--- src/rtl/truth_table_scanner.sv ---
// truth_table_scanner: drives {x,y,z} through 000..111, samples the
// expression output s once per combination after SETTLE cycles, and
// publishes the captured truth table, its minterm count and a compare
// against an expected table latched when the sweep is accepted.
module truth_table_scanner #(
  parameter int SETTLE = 1
) (
  input  logic       clk,
  input  logic       reset,
  input  logic       start,
  input  logic       s,
  input  logic [7:0] expected,
  output logic       x,
  output logic       y,
  output logic       z,
  output logic       busy,
  output logic       done,
  output logic [7:0] result,
  output logic [3:0] ones,
  output logic       match,
  output logic [3:0] first_miss
);

  // Hold count per vector; 0 behaves as 1, anything above 15 saturates
  // so the 4-bit counter can always represent it.
  localparam int         SETTLE_EFF = (SETTLE < 1) ? 1 : ((SETTLE > 15) ? 15 : SETTLE);
  localparam logic [3:0] RELOAD     = 4'(SETTLE_EFF);

  typedef enum logic [1:0] {
    S_IDLE = 2'd0,
    S_RUN  = 2'd1,
    S_DONE = 2'd2
  } state_t;

  state_t     state;
  logic [2:0] idx;       // current combination index, mirrors {x,y,z} in RUN
  logic [3:0] cnt;       // edges left before the current vector is sampled
  logic [7:0] exp_q;     // expected table captured at start acceptance
  logic [7:0] shadow;    // in-flight capture; result only moves at DONE
  logic [3:0] ones_acc;  // minterms captured so far this sweep

  logic       expire;
  logic [7:0] sample_tbl;
  logic [7:0] miss;
  logic [3:0] ones_next;
  logic [3:0] fm_next;

  assign expire = (cnt == 4'd1);

  // Shadow table as it stands after folding in the current sample, so the
  // last vector's sample is visible on the same edge that publishes results.
  always_comb begin
    sample_tbl      = shadow;
    sample_tbl[idx] = s;
  end

  assign miss      = sample_tbl ^ exp_q;
  assign ones_next = ones_acc + {3'd0, s};

  // Lowest mismatching index, 8 when the tables agree.
  always_comb begin
    fm_next = 4'd8;
    for (int i = 7; i >= 0; i--) begin
      if (miss[i]) fm_next = 4'(i);
    end
  end

  // Sweep controller: single FSM owning stimulus, capture and results.
  always_ff @(posedge clk) begin
    if (reset) begin
      state      <= S_IDLE;
      idx        <= 3'd0;
      cnt        <= 4'd0;
      exp_q      <= 8'h00;
      shadow     <= 8'h00;
      ones_acc   <= 4'd0;
      x          <= 1'b0;
      y          <= 1'b0;
      z          <= 1'b0;
      busy       <= 1'b0;
      done       <= 1'b0;
      result     <= 8'h00;
      ones       <= 4'd0;
      match      <= 1'b0;
      first_miss <= 4'd15;
    end else begin
      case (state)
        S_IDLE: begin
          done <= 1'b0;
          if (start) begin
            idx       <= 3'd0;
            {x, y, z} <= 3'b000;
            cnt       <= RELOAD;
            exp_q     <= expected;
            shadow    <= 8'h00;
            ones_acc  <= 4'd0;
            busy      <= 1'b1;
            state     <= S_RUN;
          end
        end

        S_RUN: begin
          if (expire) begin
            shadow   <= sample_tbl;
            ones_acc <= ones_next;
            if (idx != 3'd7) begin
              idx       <= idx + 3'd1;
              {x, y, z} <= idx + 3'd1;
              cnt       <= RELOAD;
            end else begin
              result     <= sample_tbl;
              ones       <= ones_next;
              first_miss <= fm_next;
              match      <= (fm_next == 4'd8);
              done       <= 1'b1;
              busy       <= 1'b0;
              {x, y, z}  <= 3'b000;
              state      <= S_DONE;
            end
          end else begin
            cnt <= cnt - 4'd1;
          end
        end

        // One-cycle result strobe; start is deliberately ignored here.
        S_DONE: begin
          done  <= 1'b0;
          state <= S_IDLE;
        end

        default: state <= S_IDLE;
      endcase
    end
  end

endmodule
--- config.mk ---
export PLATFORM = sky130hd
export DESIGN_NAME = truth_table_scanner
export DESIGN_NICKNAME = d
export VERILOG_FILES = /design/src/rtl/truth_table_scanner.sv
export SDC_FILE = /design/constraint.sdc
export NUM_CORES = 1
export LEC_CHECK = 0
export ABC_AREA = 0
export BUFFER_PORTS_ARGS = -buffer_cell sky130_fd_sc_hd__buf_2
export CAP_MARGIN = 20
export CORE_MARGIN = 1
export CORE_UTILIZATION = 56
export CTS_CLUSTER_SIZE = 30
export DETAILED_ROUTE_END_ITERATION = 8
export PLACE_DENSITY_LB_ADDON = 0.15
export SLEW_MARGIN = 20
export SYNTH_ARGS = -nofsm -noshare
export SYNTH_HDL_FRONTEND = slang
export SYNTH_SLANG_ARGS = --single-unit
--- constraint.sdc ---
create_clock -name clk -period 5.78 [get_ports clk]
set_clock_uncertainty 0.1 [all_clocks]
set_input_delay 0.578 -clock clk [delete_from_list [all_inputs] [get_ports clk]]
set_output_delay 0.578 -clock clk [all_outputs]
set_load 0.01 [all_outputs]
==> results.sh, run 1 <==
export IMPL_outcome="completed"
export IMPL_post_route_drc_count=0
export IMPL_seqPwrFrac_pct=53.7
export IMPL_p_sw_mw=0.1723
export IMPL_drt_iter0_drc=116
export IMPL_r2r_end="ones[2]$_SDFFE_PP0P_"
export IMPL_hold_path_depth=2
export IMPL_power_density_mw_per_mm2=261.7
export IMPL_grt_pass1_vias=1558
export IMPL_netlist_area_mm2=0.002361
export IMPL_cp_max_fo=22
export IMPL_swShare_pct=25.01
export IMPL_cts_hold_buffers=0
export IMPL_hold_viol_final=0
export IMPL_fin_tns_setup_ps=0
export IMPL_cts_tree="built"
export IMPL_fp_dieW_um=66.93
export IMPL_clockBufferDepth=2
export IMPL_synth_edf_count=0
export IMPL_wire_per_inst_um=13.65
export IMPL_fin_nets=310
export IMPL_synthToLayoutAreaGrowth_pct=11.45
export IMPL_critPathRequiredTime_ps=5900
export IMPL_static_leakage_power_nw=1.027
export IMPL_nFillCells=359
export IMPL_diodes=0
export IMPL_clock_latency_ps=310
export IMPL_dr_pass1_iters=4
export IMPL_portBuffers=33
export IMPL_dp_cells=335
export IMPL_yosysTopAreaCellShare_pct=43.24
export IMPL_max_clock_freq_mhz=407.7
export IMPL_stdcell_count=343
export IMPL_r2r_cells=7
export IMPL_viasPerCell=5.504
export IMPL_grt_overflow=0
export IMPL_r2r_start="idx[0]$_SDFFE_PP0P_"
export IMPL_crit_type="flop to flop"
export IMPL_syn_nets=286
export IMPL_synthTopCellsByArea="dfxtp_1 (43%), nor2_1 (6.7%), nand2_1 (4.9%), a21oi_1 (4.9%), mux2i_1 (3.4%)"
export IMPL_synth_cell_types=52
export IMPL_yosys_cell_count_top_type="dfxtp_1"
export IMPL_yosysSeqAreaShare_pct=43.24
export IMPL_path_clk_slew_ps=100
export IMPL_htree_levels=2
export IMPL_antenna_found_initial=0
export IMPL_max_slew_worst_pin_slew_ps=914.3
export IMPL_ys_warn_count=0
export IMPL_initial_core_util_pct=58.60
export IMPL_row_count=23
export IMPL_min_period_over_period_pct=42.43
export IMPL_power_frac_comb_pct=10.3
export IMPL_ant_nets=0
export IMPL_place_ws_ps=3343
export IMPL_slew_violations=0
export IMPL_r2r_setup_slack_ps=3330
export IMPL_cts_setup_buffers=0
export IMPL_ir_drop_mv=0.1526
export IMPL_core_area_mm2=0.004029
export IMPL_layout_min_cycle_time_ps=2453
export IMPL_cts_sinks=51
export IMPL_die_height_um=66.93
export IMPL_ys_flop_type="dfxtp_1"
export IMPL_min_from="ones[1]$_SDFFE_PP0P_"
export IMPL_hpwl_mm=3.354
export IMPL_grt_pass1_wl_mm=7.596
export IMPL_numCtsBuffers=5
export IMPL_synth_top_cells_by_count="dfxtp_1 (51), nor2_1 (42), nand2_1 (31)"
export IMPL_io_pins=34
export IMPL_setup_viol=0
export IMPL_p_clk_share_pct=36.0
export IMPL_cts_root_buf="clkbuf_8"
export IMPL_synth_top_area_cell="dfxtp_1"
export IMPL_p_total_mw=0.6887
export IMPL_endpoint_kind="flop"
export IMPL_drive_gt1_share_pct=18.43
export IMPL_place_congestion=0.9308
export IMPL_ys_ff_latch=51
export IMPL_synth_cells=268
export IMPL_synthArstFlopShare_pct=0
export IMPL_p_int_mw=0.5165
export IMPL_start_kind="flop"
export IMPL_syn_avg_cell_area_um2=8.810
export IMPL_max_cap_violations=0
export IMPL_track_usage_pct=22.99
export IMPL_die_area_mm2=0.004480
export IMPL_hold_path_end="ones[1]$_SDFFE_PP0P_"
export IMPL_slew_headroom_pct=39.05
export IMPL_hp_class="flop to flop"
export IMPL_ctsResizeCount=0
export IMPL_worstPathArrival_ps=2570
export IMPL_final_critical_path_setup_slack_ps=3327
export IMPL_num_vias=1888
export IMPL_grt_max_degree=52
export IMPL_drt_total_wl_mm=4.683
export IMPL_rsz0062_at_grt="false"
-- critical path, stage by stage (launching register included) --
cell and delay [ps]:
dfxtp_1 590, ha_1 220, ha_1 180, and4bb_1 290, inv_1 80, nor2_2 580, nor2_1 80, a211oi_1 220
-- power by group through the flow --
stage	sequential, mW	clock [mW]	combinational (mW)
floorplan	0.374	0	0.0587
global placement	0.378	0	0.0700
detailed placement	0.378	0	0.0705
CTS	0.370	0.253	0.0708
global route	0.371	0.266	0.0794
finish	0.370	0.248	0.0712
-- stage by stage --
step	utilization (%)	hold slack, ps	area, µm²
2_1_floorplan	-	335.6	2361
3_3_place_gp	62.45	336.3	2516
3_5_place_dp	62.52	343.7	2519
4_1_cts	65.31	356.1	2631
5_1_grt	65.31	385.9	2631
6_report	65.31	354.0	2631
-- area by class of cell --
type / instances / area, µm² / area share [%]
Clock buffer: 5 / 68.82 / 2.615
Multi-Input combinational cell: 197 / 1255 / 47.69
Sequential cell: 51 / 1021 / 38.80
Clock inverter: 3 / 43.79 / 1.664
Timing Repair Buffer: 33 / 165.2 / 6.277
Tap cell: 50 / 62.56 / 2.378
Inverter: 4 / 15.01 / 0.5706
-- how the worst max path moves through the flow --
stage,start,to,depth (start not counted)
2_1_floorplan,idx[1]$_SDFFE_PP0P_,match$_SDFFE_PP0P_,8
3_3_place_gp,idx[0]$_SDFFE_PP0P_,result[3]$_SDFFE_PP0P_,7
3_5_place_dp,idx[0]$_SDFFE_PP0P_,ones[2]$_SDFFE_PP0P_,7
4_1_cts,idx[0]$_SDFFE_PP0P_,ones[2]$_SDFFE_PP0P_,7
5_1_grt,idx[0]$_SDFFE_PP0P_,ones[3]$_SDFFE_PP0P_,7
6_report,idx[0]$_SDFFE_PP0P_,ones[2]$_SDFFE_PP0P_,7
-- kinds of logic (layout without fill, tap and decap cells) --
family | count (synthesis) | after routing | synth area share [%]
flops | 51 | 51 | 43.24
compound gates | 62 | 62 | 16.69
simple gates | 104 | 104 | 21.99
mux | 12 | 12 | 6.041
buf+inv | 20 | 45 | 3.709
fa+ha+maj | 6 | 6 | 3.180
xor+xnor | 13 | 13 | 5.141
-- cells in the final DEF, fill, tap and decap left out, types with 3 or more instances in the layout --
cell type and n:
o21ai_0 8, a32oi_1 5, a21oi_1 23, xnor2_1 9, nor2_1 41, xor2_1 3
a211oi_1 10, nor3_1 3, ha_1 6, a31oi_1 5, inv_1 4, nand3_1 5
mux2i_1 8, dfxtp_1 51, buf_2 33, nor2b_1 3, nand2_1 31, clkbuf_8 5
-- routing by layer --
layer,GRT usage [%],part of all wire [%]
met2,33.84,43
met1,32.85,51
met5,0,0
met3,4.623,4.7
met4,7.979,1.3
-- state kept, by name, indices dropped and copies added (netlist names) --
name,cells
exp_q,8
ones,4
result,8
match,1
z,1
idx,3
state,2
ones_acc,4
y,1
busy,1
done,1
x,1
shadow,8
cnt,4
first_miss,4
Power figures use the tool's default switching activity.
==> inputs of run 2 (changes only) <==
--- a/config.mk
+++ b/config.mk
@@ -5,7 +5,7 @@
 export SDC_FILE = /design/constraint.sdc
 export NUM_CORES = 1
 export LEC_CHECK = 0
-export ABC_AREA = 0
+export ABC_AREA = 1
 export BUFFER_PORTS_ARGS = -buffer_cell sky130_fd_sc_hd__buf_2
 export CAP_MARGIN = 20
 export CORE_MARGIN = 1
==> constraint.sdc (replaced) <==
create_clock -name clk -period 2.5 [get_ports clk]
set_clock_uncertainty 0.1 [all_clocks]
set_input_delay 0.25 -clock clk [delete_from_list [all_inputs] [get_ports clk]]
set_output_delay 0.25 -clock clk [all_outputs]
set_load 0.01 [all_outputs]
==> run 2 against run 1 <==
  * Routed wire length increased by 12%
  * Synthesized cell count increased by 19%
  * Final area increased by 2.7%
  * Non-clock buffer count is 5 higher
  * Critical endpoint is now first_miss[3]$_SDFFE_PP1P_
  * Register-to-register slack got worse by 2800 ps
  * Clock power is 83% higher
  * Critical path type unchanged
==> results.sh, run 2 <==
export IMPL_yosysSeqAreaShare_pct=41.98
export IMPL_cts_root_buf="clkbuf_8"
export IMPL_syn_nets=336
export IMPL_outcome="completed"
export IMPL_worstPathArrival_ps=2070
export IMPL_synth_top_cells_by_count="nand2_1 (60), dfxtp_1 (51), a21oi_1 (33)"
export IMPL_cts_tree="built"
export IMPL_hpwl_mm=3.848
export IMPL_final_common_cell="nand2_1"
export IMPL_hold_path_end="exp_q[5]$_SDFFE_PP0P_"
export IMPL_die_area_mm2=0.004611
export IMPL_ant_nets=0
export IMPL_synth_cells=318
export IMPL_track_usage_pct=25.27
export IMPL_diodes=0
export IMPL_initial_core_util_pct=59.52
export IMPL_ys_warn_count=0
export IMPL_crit_type="flop to flop"
export IMPL_cts_hold_buffers=0
export IMPL_ys_flop_type="dfxtp_1"
export IMPL_clockBufferDepth=2
export IMPL_synth_edf_count=0
export IMPL_r2r_end="first_miss[3]$_SDFFE_PP1P_"
export IMPL_row_count=23
export IMPL_max_cap_violations=0
export IMPL_dr_pass1_iters=4
export IMPL_hold_path_depth=3
export IMPL_cp_max_fo=22
export IMPL_slew_violations=0
export IMPL_drt_total_wl_mm=5.254
export IMPL_ys_ff_latch=51
export IMPL_p_total_mw=1.758
export IMPL_fin_nets=368
export IMPL_r2r_setup_slack_ps=530
export IMPL_endpoint_kind="flop"
export IMPL_synthArstFlopShare_pct=0
export IMPL_fin_tns_setup_ps=0
export IMPL_num_vias=2160
export IMPL_cp_slowest_stage_delay_ps=390
export IMPL_drive_gt1_share_pct=23.36
export IMPL_place_congestion=0.8042
export IMPL_min_period_over_period_pct=78.69
export IMPL_largestRegisters="exp_q (8), result (8), shadow (8)"
export IMPL_path_clk_slew_ps=90
export IMPL_ir_drop_mv=0.3793
export IMPL_grt_overflow=0
export IMPL_start_kind="flop"
export IMPL_post_route_util_pct=66.11
export IMPL_rsz0062_at_grt="false"
export IMPL_grt_max_degree=27
export IMPL_grt_pass1_vias=1956
export IMPL_min_from="expected[5]"
export IMPL_r2r_start="cnt[1]$_SDFFE_PP0P_"
export IMPL_path_common_cell="nand2_1"
export IMPL_cts_setup_buffers=0
export IMPL_numCtsBuffers=5
export IMPL_netlist_area_mm2=0.002432
export IMPL_layout_min_cycle_time_ps=1967
export IMPL_r2r_cells=9
export IMPL_drt_iter0_drc=155
export IMPL_synth_top_area_cell="dfxtp_1"
export IMPL_cts_sinks=51
export IMPL_grt_pass1_wl_mm=8.666
export IMPL_yosysTopAreaCellShare_pct=41.98
export IMPL_mostFrequentLayoutCells="nand2_1 (60), dfxtp_1 (51), a21oi_1 (33), buf_2 (33), nor2_1 (27)"
export IMPL_htree_levels=2
export IMPL_hold_viol_final=0
export IMPL_static_leakage_power_nw=1.155
export IMPL_crit_slowest_cell="nor2_4"
export IMPL_synthTopCellsByArea="dfxtp_1 (42%), nand2_1 (9.3%), a21oi_1 (6.8%), o21ai_0 (4.9%), nor2_1 (4.2%)"
export IMPL_synth_cell_types=34
export IMPL_syn_avg_cell_area_um2=7.649
export IMPL_max_clock_freq_mhz=508.3
export IMPL_clock_latency_ps=300
export IMPL_power_density_mw_per_mm2=650.6
export IMPL_slew_headroom_pct=52.88
export IMPL_worstPathCellList="inv_1, ha_1, nand2_1, nor2_2, nand2_2, nor2_4, inv_2, a21oi_1, nand2_1"
export IMPL_stdcell_count=401
export IMPL_yosys_cell_count_top_type="nand2_1"
export IMPL_hp_class="input pin to flop"
export IMPL_fp_dieW_um=67.91
export IMPL_core_area_mm2=0.004086
export IMPL_setup_viol=0
export IMPL_antenna_found_initial=0
export IMPL_max_slew_worst_pin_slew_ps=706.1
export IMPL_critPathRequiredTime_ps=2600
export IMPL_portBuffers=33
export IMPL_ctsResizeCount=0
export IMPL_dp_cells=393
export IMPL_wire_per_inst_um=13.10
export IMPL_io_pins=34
export IMPL_die_height_um=67.91
export IMPL_viasPerCell=5.387
export IMPL_synthToLayoutAreaGrowth_pct=11.06
export IMPL_post_route_drc_count=0
==> run 2: changes by cell type in the layout (fill, tap and decap cells not counted), moves of 9 or more <==
cell | before | now
inv_2 | 0 | 9
inv_1 | 4 | 19
nor2_1 | 41 | 27
nand3_1 | 5 | 19
o21ai_0 | 8 | 24
a21oi_1 | 23 | 33
nand2_1 | 31 | 60
==> run 2: cell type report <==
class | count | area, µm²
Fill cell | 382 | 1385
Multi-Input combinational cell | 224 | 1214
Sequential cell | 51 | 1021
Tap cell | 50 | 62.56
Clock buffer | 7 | 76.32
Inverter | 30 | 120.1
Timing Repair Buffer | 38 | 202.7
Clock inverter | 1 | 5.005
==> run 2: worst max-delay path: cells and delay by family (launching register included) <==
family | cells | cell delay (ps)
AOI/OAI and AO/OA | 1 | 170
and+or+nand+nor | 5 | 790
DFF | 1 | 300
buffers and inverters | 2 | 340
adders and majority gates | 1 | 160
==> run 2: logic make-up (layout without fill, tap and decap cells) <==
family | count (synthesis) | in the layout | synth area share (%)
compound gates | 78 | 78 | 17.80
buf+inv | 43 | 76 | 8.128
simple gates | 136 | 136 | 27.57
xor+xnor | 4 | 4 | 1.440
fa+ha+maj | 6 | 6 | 3.086
flops | 51 | 51 | 41.98
==> run 2: stage by stage <==
step	setup WS (ps)	hold slack, ps	cell area [µm²]
floorplan	940.4	316.7	2432
global route	310.9	108.1	2701
detailed placement	535.7	346.8	2620
global placement	630.0	341.8	2620
CTS	535.8	94.28	2701
finish	532.8	94.44	2701
==> run 2: power by group <==
part	switching, mW	internal (mW)
combinational	0.269	0.142
sequential	0.0319	0.860
clock	0.258	0.197
total	0.558	1.20
==> run 2: worst max-delay path by stage <==
stage                     depth (start not counted)  slack, ps           startpoint                    endpoint
after floorplan                                  10        940  cnt[1]$_SDFFE_PP0P_  first_miss[2]$_SDFFE_PP1P_
after global placement                            9        630  cnt[1]$_SDFFE_PP0P_  first_miss[3]$_SDFFE_PP1P_
after detailed placement                          9        540  cnt[1]$_SDFFE_PP0P_  first_miss[3]$_SDFFE_PP1P_
after CTS                                         9        540  cnt[1]$_SDFFE_PP0P_  first_miss[0]$_SDFFE_PP1P_
after global routing                              9        310  cnt[1]$_SDFFE_PP0P_  first_miss[2]$_SDFFE_PP1P_
final                                             9        530  cnt[1]$_SDFFE_PP0P_  first_miss[3]$_SDFFE_PP1P_
==> run 2: layer usage <==
layer	routed length [µm]	share of wire [%]	GRT usage, %	up-vias
met4	57	1.1	7.813	0
met3	289	5.5	4.333	7
met5	0	0	0	-
met1	2481	47	33.37	975
met2	2426	46	41.83	61
li1	-	-	-	1117
